`src/rtl/uart_pkg.sv`:
```
// Shared UART definitions: FSM state encoding, data width and line levels.
// Used by both the transmitter and the receiver.
package uart_pkg;

  typedef enum logic [2:0] {
    ST_IDLE      = 3'd0,
    ST_START     = 3'd1,
    ST_DATA      = 3'd2,
    ST_PARITY    = 3'd3,
    ST_STOP      = 3'd4,
    ST_WAIT_IDLE = 3'd5
  } uart_state_t;

  localparam int unsigned UART_DATA_W  = 8;
  localparam logic        STOP_BIT_VAL = 1'b1;

  // Even parity: the parity bit that makes the total count of ones even.
  function automatic logic even_parity(input logic [UART_DATA_W-1:0] d);
    return ^d;
  endfunction

endpackage

```
`src/rtl/uart_rx_sync.sv`:
```
// Parameterized 2-flop synchronizer for asynchronous inputs; resets to RESET_VAL
// so an idle-high line does not look like activity coming out of reset.
module uart_rx_sync #(
  parameter int unsigned            WIDTH     = 1,
  parameter logic [WIDTH-1:0]       RESET_VAL = '1
) (
  input  logic             clk,
  input  logic             rst,
  input  logic [WIDTH-1:0] async_in,
  output logic [WIDTH-1:0] sync_out
);

  logic [WIDTH-1:0] meta;

  always_ff @(posedge clk) begin
    if (rst) begin
      meta     <= RESET_VAL;
      sync_out <= RESET_VAL;
    end else begin
      meta     <= async_in;
      sync_out <= meta;
    end
  end

endmodule

```
`src/rtl/uart_receiver.sv`:
```
// 8N1 UART receiver, LSB first, mid-bit sampling of a synchronized rx line.
// Optional even-parity bit between data and stop when UART_RX_PARITY_EN is defined.
module uart_receiver
  import uart_pkg::*;
#(
  parameter int unsigned CLKS_PER_BIT = 868,
  parameter int unsigned CNT_W        = $clog2(CLKS_PER_BIT)
) (
  input  logic                   clk,
  input  logic                   rst,
  input  logic                   data_bit,
  output logic [UART_DATA_W-1:0] data,
  output logic                   done,
  output logic                   frame_err,
  output logic                   parity_err,
  output logic                   busy
);

  localparam logic [CNT_W-1:0] HALF_CNT = CNT_W'(CLKS_PER_BIT / 2 - 1);
  localparam logic [CNT_W-1:0] LAST_CNT = CNT_W'(CLKS_PER_BIT - 1);
  localparam int unsigned      IDX_W    = $clog2(UART_DATA_W);
  localparam logic [IDX_W-1:0] LAST_BIT = IDX_W'(UART_DATA_W - 1);

  logic                   rx_s;
  uart_state_t            state;
  uart_state_t            next_state;
  logic [CNT_W-1:0]       clk_cnt;
  logic [IDX_W-1:0]       bit_idx;
  logic [UART_DATA_W-1:0] shift_reg;
  logic                   cnt_tick;
  logic                   frame_ok;
  logic                   frame_bad;
  logic                   frame_good;
`ifdef UART_RX_PARITY_EN
  logic                   par_bad;
  logic                   parity_fail;
`endif

  uart_rx_sync #(
    .WIDTH    (1),
    .RESET_VAL(1'b1)
  ) u_rx_sync (
    .clk     (clk),
    .rst     (rst),
    .async_in(data_bit),
    .sync_out(rx_s)
  );

  always_ff @(posedge clk) begin
    if (rst) state <= ST_IDLE;
    else     state <= next_state;
  end

  // START waits half a bit so every later tick lands in the middle of a bit.
  always_comb begin
    cnt_tick   = (state == ST_START) ? (clk_cnt == HALF_CNT) : (clk_cnt == LAST_CNT);
    next_state = state;
    case (state)
      ST_IDLE: begin
        if (!rx_s) next_state = ST_START;
      end
      ST_START: begin
        if (cnt_tick) next_state = rx_s ? ST_IDLE : ST_DATA;
      end
      ST_DATA: begin
        if (cnt_tick && (bit_idx == LAST_BIT)) begin
`ifdef UART_RX_PARITY_EN
          next_state = ST_PARITY;
`else
          next_state = ST_STOP;
`endif
        end
      end
`ifdef UART_RX_PARITY_EN
      ST_PARITY: begin
        if (cnt_tick) next_state = ST_STOP;
      end
`endif
      ST_STOP: begin
        if (cnt_tick) next_state = (rx_s == STOP_BIT_VAL) ? ST_IDLE : ST_WAIT_IDLE;
      end
      ST_WAIT_IDLE: begin
        if (rx_s) next_state = ST_IDLE;
      end
      default: next_state = ST_IDLE;
    endcase
  end

  always_comb begin
    busy       = (state != ST_IDLE);
    frame_ok   = (state == ST_STOP) && cnt_tick && (rx_s == STOP_BIT_VAL);
    frame_bad  = (state == ST_STOP) && cnt_tick && (rx_s != STOP_BIT_VAL);
    frame_good = frame_ok;
`ifdef UART_RX_PARITY_EN
    // A bad stop bit wins: parity is only reported on an otherwise valid frame.
    frame_good  = frame_ok && !par_bad;
    parity_fail = frame_ok && par_bad;
`endif
  end

  always_ff @(posedge clk) begin
    if (rst) begin
      clk_cnt   <= '0;
      bit_idx   <= '0;
      shift_reg <= '0;
      data      <= '0;
      done      <= 1'b0;
      frame_err <= 1'b0;
    end else begin
      done      <= frame_good;
      frame_err <= frame_bad;

      if ((state == ST_IDLE) || (state == ST_WAIT_IDLE) || cnt_tick) clk_cnt <= '0;
      else                                                             clk_cnt <= clk_cnt + CNT_W'(1);

      if (state == ST_START) begin
        bit_idx <= '0;
      end else if ((state == ST_DATA) && cnt_tick) begin
        shift_reg[bit_idx] <= rx_s;
        bit_idx            <= (bit_idx == LAST_BIT) ? '0 : bit_idx + IDX_W'(1);
      end

      if (frame_good) data <= shift_reg;
    end
  end

`ifdef UART_RX_PARITY_EN
  always_ff @(posedge clk) begin
    if (rst) begin
      par_bad    <= 1'b0;
      parity_err <= 1'b0;
    end else begin
      parity_err <= parity_fail;
      if (state == ST_START)
        par_bad <= 1'b0;
      else if ((state == ST_PARITY) && cnt_tick)
        par_bad <= (rx_s != even_parity(shift_reg));
    end
  end
`else
  assign parity_err = 1'b0;
`endif

endmodule

```
`config.mk`:
```
export PLATFORM = sky130hd
export DESIGN_NAME = uart_receiver
export DESIGN_NICKNAME = d
export VERILOG_FILES = /design/src/rtl/uart_pkg.sv /design/src/rtl/uart_rx_sync.sv /design/src/rtl/uart_receiver.sv
export SDC_FILE = /design/constraint.sdc
export NUM_CORES = 1
export LEC_CHECK = 0
export ABC_AREA = 1
export CAP_MARGIN = 15
export CORE_UTILIZATION = 30
export DETAILED_ROUTE_END_ITERATION = 6
export DONT_BUFFER_PORTS = 1
export PLACE_DENSITY = 0.54
export SETUP_SLACK_MARGIN = 0.1
export SLEW_MARGIN = 20
export SYNTH_ARGS = -nofsm -noshare
export SYNTH_HDL_FRONTEND = slang
export SYNTH_SLANG_ARGS = --single-unit
```
`constraint.sdc`:
```
create_clock -name clk -period 1.95 [get_ports clk]
set_input_delay 0.195 -clock clk [delete_from_list [all_inputs] [get_ports clk]]
set_output_delay 0.195 -clock clk [all_outputs]
set_load 0.005 [all_outputs]
```
==> results of run 1 <==
## final cells by class
class / count / share of cell area [%]
inverter: 47 / 9.02
tap: 72 / 4.61
timing repair buffer: 5 / 1.92
clock inverter: 2 / 0.512
multi-input combinational: 172 / 42.9
clock buffer: 6 / 4.22
sequential: 36 / 36.9
## per-stage QoR
step                hold slack [ns]  setup WS, ns  total power, uW  utilization [%]
global route                0.00807         0.138             2020             34.7
detailed placement            0.301         0.259             1350             32.8
global placement              0.300         0.307             1350             32.8
finish                       0.0151         0.370             1880             34.7
floorplan                     0.299         0.542             1240                -
CTS                         0.00960         0.248             1900             34.4
## cells by family (layout without fill, tap and decap cells)
logic type | count (synthesis) | after routing | share of synthesized area (%)
flip-flops | 36 | 36 | 40.3
XOR/XNOR | 4 | 4 | 1.96
adder cells (fa/ha/maj) | 3 | 3 | 2.10
AO/OA/AOI/OAI | 9 | 9 | 2.66
buffers and inverters | 54 | 60 | 12.9
other | 1 | 1 | 0.209
AND/OR/NAND/NOR | 155 | 155 | 39.9
## how the worst max path moves through the flow
stage                                endpoint  slack (ns)  cells after the start
finish              shift_reg[4]$_SDFFE_PP0P_        0.37                     11
global route             data[0]$_SDFFE_PP0P_        0.14                     10
CTS                      data[7]$_SDFFE_PP0P_        0.25                      9
detailed placement       data[7]$_SDFFE_PP0P_        0.26                      9
global placement         data[1]$_SDFFE_PP0P_        0.31                      9
floorplan               state[0]$_SDFFE_PP0P_        0.54                      8
## synth_stat cells
library cell and count:
clkbuf_8 1, o22ai_1 1, nor2_1 50, o21ai_0 3
buf_6 2, a31oi_1 1, conb_1 1, clkinv_1 1
nand2_2 3, nand2_1 64, nor4_1 1, inv_1 44
nand3_4 1, buf_4 1, nor3b_1 3, dfxtp_1 36
nand4_1 18, nand3_2 1, nor2_2 1, clkbuf_1 1
xor2_1 4, nand3_1 5, buf_1 2, nor2_4 2
ha_1 3, nor3_1 2, inv_2 2, or2_2 2
nor3_2 1, a21oi_1 4, nand4_2 1
## what timing repair did
action | CTS | global route
setup endpoints to repair | 0 | 11
buffers inserted | 0 | 2
hold buffers | 0 | 0
## critical path, delay by kind of cell, from the launching register on
| family | cells | cell delay [ns] |
|---|---|---|
| buf+inv | 2 | 0.20 |
| flops | 1 | 0.43 |
| simple gates | 9 | 0.88 |
## per-layer routing
| metal | GRT usage [%] | up-vias |
|---|---|---|
| met5 | 0 | - |
| met4 | 4.36 | 0 |
| met3 | 3.45 | 5 |
| met2 | 19.0 | 29 |
| met1 | 16.0 | 652 |
| li1 | - | 813 |
## power by group through the flow
stage	Clock [uW]	Sequential (uW)	Combinational [uW]
floorplan	0	836	408
global placement	0	845	509
detailed placement	0	846	509
CTS	562	829	512
global route	590	838	595
finish	542	830	508
==> impl_metrics.py, run 1 <==
metrics = {
    "sta": {
        "period_needed_ns": 1.58,
        "setup_viol": 0,
        "timing.fmax_ghz": 0.633,
        "timing.final.hold_violations": 0,
        "post-route-period-util_pct": 81.0,
        "relSlewSlack_pct": 66.4,
        "worst_slew_pin_slew_ns": 0.500,
        "rsz0062_at_grt": "no",
        "clock_skew_ns": 0.00641,
        "final_max_slew_viol_count": 0,
        "tns_ns": 0,
    },
    "route": {
        "wl_met3_um": 135,
        "wirelength_um": 3270,
        "ant_nets": 0,
        "drtIter0Drc": 75,
        "route.met2.wl_um": 1330,
        "viasPerCell": 4.41,
        "dr.pass1.iters": 4,
        "drcViolationCount": 0,
        "wl_per_cell_um": 9.63,
        "met1_length_um": 1760,
        "top_layer": "met4",
        "num_vias": 1499,
    },
    "run_status": {
        "outcome": "complete, no violations",
    },
    "run": {
        "max_cap_violations": 0,
    },
    "global_route": {
        "grt_pass1_vias": 1394,
        "grtUsageTotal_pct": 12.2,
        "grt_pass1_wl_um": 6060,
        "grt_max_degree": 22,
        "antenna_found_initial": 0,
        "grt_overflow": 0,
    },
    "min_path": {
        "hold_depth": 1,
        "hp-class": "primary input to flop",
        "min_from": "data_bit",
        "min_to": "u_rx_sync.meta$_SDFF_PP1_",
    },
    "floorplanning": {
        "die_width_um": 79.3,
        "design.die.area_sq_um": 6280,
        "rows": 27,
        "die_y_um": 79.3,
        "ios": 15,
        "coreArea_sq_um": 5640,
        "initial_utilization_pct": 31.7,
    },
    "power_and_ir_drop": {
        "p_sw_share_pct": 34.9,
        "p_clk_share_pct": 28.8,
        "combPwrFrac_pct": 27.0,
        "static-leakage-power_uw": 0.000896,
        "p_seq_share_pct": 44.2,
        "powerDensity_nw_per_um2": 962,
        "p_int_uw": 1220,
        "power.switching_uw": 657,
        "irDropWorstVdd_mv": 0.400,
    },
    "synthesis": {
        "synth_area_leaders": "dfxtp_1, nand2_1, nor2_1",
        "seq_area_frac_synth_pct": 40.3,
        "yosysUniqueCellTypes": 31,
        "postSynthCellCount": 262,
        "netlist.area_leader.share_pct": 40.3,
        "syn-num-nets": 268,
        "yosys_warnings": 0,
        "ys_ff_latch": 36,
        "syn_area_sq_um": 1790,
        "syn-mean-instance-area_sq_um": 6.83,
        "synth_top_cell_by_area": "dfxtp_1",
    },
    "final_layout": {
        "final-seq-area_sq_um": 721,
        "fillCellCount": 606,
        "layout.cells.non_filler": 340,
        "design_area_sq_um": 1960,
        "largest_reg_flops": 10,
        "mostFrequentLayoutCell": "nand2_1",
        "final_cell_mix": "nand2_1, nor2_1, inv_1, dfxtp_1, nand4_1",
        "n_antenna_cell": 0,
        "multi_input_area_sq_um": 838,
        "area_growth_pct": 9.22,
        "drive_gt1_share_pct": 10.1,
        "nNetsFinal": 273,
    },
    "critical_path": {
        "crit_path_start": "state[0]$_SDFFE_PP0P_",
        "cpMostUsedCell": "nand2_2",
        "r2r-end": "shift_reg[4]$_SDFFE_PP0P_",
        "worstPathMaxFanout": 7,
        "ff2ff_path_depth": 11,
        "reg2reg_slack_ns": 0.37,
        "end_kind": "flop",
        "worstSetupPathType": "flop to flop",
        "max_stage_delay_ns": 0.43,
        "r2r_start": "state[0]$_SDFFE_PP0P_",
        "cp.required_ns": 2.18,
        "cpMaxStageDelayCell": "dfxtp_1",
        "path_cells": "nand2_2, nor2_2, nand2_1, nand2_2, nand2_2, nor2_4, buf_4, nand4_1, nand2_1, inv_1, nor2_1",
        "critPathArrivalTime_ns": 1.81,
        "critPathLaunchType": "flop",
    },
    "clock_tree": {
        "clkLatencyLatePin_ns": 0.28,
        "path_clk_slew_ns": 0.07,
        "cts_buffer_depth": 2,
        "cts_resized": 0,
        "cts_max_level": 2,
        "cts_tree": "done",
        "cts_buffers": 5,
        "clock_sinks": 36,
        "clockRootBuffer": "clkbuf_8",
    },
    "placement": {
        "placedInstanceArea_sq_um": 1850,
        "dpl.cell_count": 330,
        "gp_routability_congestion": 0.772,
        "place_hpwl_um": 2300,
        "port-buffer-count": 0,
    },
}
No activity file was read; power rests on OpenSTA's default activity.
==> run 2, diff against run 1 <==
- clock period: 1.95 -> 1.5 ns (I/O delays scaled with it)
==> impl_metrics.py, run 2 (synthesis results as in run 1) <==
metrics = {
    "sta": {
        "post-route-period-util_pct": 102,
        "setup_viol": 5,
        "clock_skew_ns": 0.0115,
        "timing.fmax_ghz": 0.655,
        "final_max_slew_viol_count": 0,
        "timing.final.ws_setup_ns": -0.0256,
        "timing.final.hold_violations": 0,
        "rsz0062_at_grt": "yes",
        "period_needed_ns": 1.53,
    },
    "critical_path": {
        "path_cells": "inv_2, nand2_4, nor2_4, nand2_2, nand2_2, nand2_4, nor2_4, buf_6, nand3_4, nand2_1, nand2_1, nor2_1",
        "worstPathMaxFanout": 8,
        "cp.required_ns": 1.73,
        "max_stage_delay_ns": 0.33,
        "reg2reg_slack_ns": -0.03,
        "critPathLaunchType": "flop",
        "critPathArrivalTime_ns": 1.75,
        "cpMaxStageDelayCell": "dfxtp_2",
        "critical_path.top_delay_family": "simple AND/OR/NAND/NOR gates",
        "worstSetupPathType": "flop to flop",
        "worst-path-buf-inv": 2,
        "end_kind": "flop",
    },
    "final_layout": {
        "drive_gt1_share_pct": 32.7,
        "area_growth_pct": 33.2,
        "n_antenna_cell": 0,
        "mostFrequentLayoutCell": "nand2_1",
        "nNetsFinal": 305,
        "layout.cells.non_filler": 372,
        "postLayoutCoreUtil_pct": 42.3,
        "final_cell_mix": "nand2_1, nor2_1, inv_1, buf_4, dfxtp_1",
        "largest_reg_flops": 10,
    },
    "clock_tree": {
        "clockRootBuffer": "clkbuf_8",
        "clock_sinks": 36,
        "clkLatencyLatePin_ns": 0.29,
        "cts_buffer_depth": 2,
        "path_clk_slew_ns": 0.08,
        "cts_max_level": 2,
        "cts_tree": "done",
        "cts_buffers": 5,
    },
    "route": {
        "viasPerCell": 4.44,
        "ant_nets": 0,
        "wl_per_cell_um": 10.7,
        "drcViolationCount": 0,
        "dr.pass1.iters": 4,
        "drtIter0Drc": 63,
        "wirelength_um": 3990,
        "num_vias": 1650,
    },
    "min_path": {
        "hp-class": "primary input to flop",
    },
    "floorplanning": {
        "ios": 15,
        "die_width_um": 79.3,
        "rows": 27,
        "coreArea_sq_um": 5640,
        "die_y_um": 79.3,
        "design.die.area_sq_um": 6280,
        "initial_utilization_pct": 31.7,
    },
    "global_route": {
        "grtUsageTotal_pct": 12.5,
        "grt_pass1_vias": 1388,
        "antenna_found_initial": 0,
        "grt_max_degree": 21,
        "grt_overflow": 0,
        "grt_pass1_wl_um": 5980,
    },
    "placement": {
        "dp_worst_setup_slack_ns": -0.00817,
        "gp_routability_congestion": 0.791,
        "port-buffer-count": 0,
        "place_hpwl_um": 2480,
        "dpl.cell_count": 350,
    },
    "power_and_ir_drop": {
        "irDropWorstVdd_mv": 0.447,
        "static-leakage-power_uw": 0.00110,
        "powerDensity_nw_per_um2": 1250,
    },
    "run": {
        "max_cap_violations": 0,
    },
    "run_status": {
        "outcome": "finished, violations left",
        "violations": "negative setup slack",
    },
}
## run 2: what timing repair did
action	CTS	global route
gates cloned	0	1
gates resized for setup	13	42
hold buffers	3	0
buffers inserted	4	8
pin swaps	10	22
setup endpoints to repair	30	35
hold endpoints to repair	2	0
## run 2: routing by layer
layer	GRT usage, %	share of wire, %
met1	15.6	48
met2	19.8	48
met3	3.56	2.5
met4	5.45	2.1
met5	0	0
## run 2: power breakdown
part	total, uW	switching, uW	internal [uW]
Clock	737	365	372
Sequential	1080	56.8	1020
Combinational	1170	664	506
Total	2990	1090	1900
## run 2: stage by stage
step / TNS (ns) / hold WS [ns] / total power (uW) / cell area [sq um]
floorplan: 0 / 0.254 / 1640 / 1800
global placement: 0 / 0.256 / 1940 / 2000
detailed placement: -0.00832 / 0.256 / 1920 / 2000
CTS: 0 / 0.0385 / 2710 / 2190
global route: -2.29 / 0.0644 / 3180 / 2380
finish: -0.0878 / 0.0463 / 2990 / 2380
## run 2: tightest hold or removal path: cells and delay by family
family | cells | cell delay, ns
AND/OR/NAND/NOR | 1 | 0.04
AO/OA/AOI/OAI | 2 | 0.11
## run 2: worst paths after layout
kind | start | cells after the start | endpoint
worst max-delay path | state[1]$_SDFFE_PP0P_ | 12 | data[7]$_SDFFE_PP0P_
worst min-delay path | rst | 3 | bit_idx[2]$_SDFFE_PP0P_
worst max register to register | state[1]$_SDFFE_PP0P_ | 12 | data[7]$_SDFFE_PP0P_
worst min register to register | u_rx_sync.meta$_SDFF_PP1_ | 1 | u_rx_sync.sync_out$_SDFF_PP1_
## run 2: area by class of cell
cell class / instances / area [sq um]
clock buffer: 6 / 82.6
fill: 557 / 3260
multi-input combinational: 173 / 997
timing repair buffer: 36 / 289
clock inverter: 2 / 15.0
inverter: 47 / 176
sequential: 36 / 734
tap: 72 / 90.1
==> run 3, diff against run 2 <==
- CTS_CLUSTER_DIAMETER: not set -> 60
==> results of run 3 <==
Final layout, timing and power as in run 2 (identical DEF).
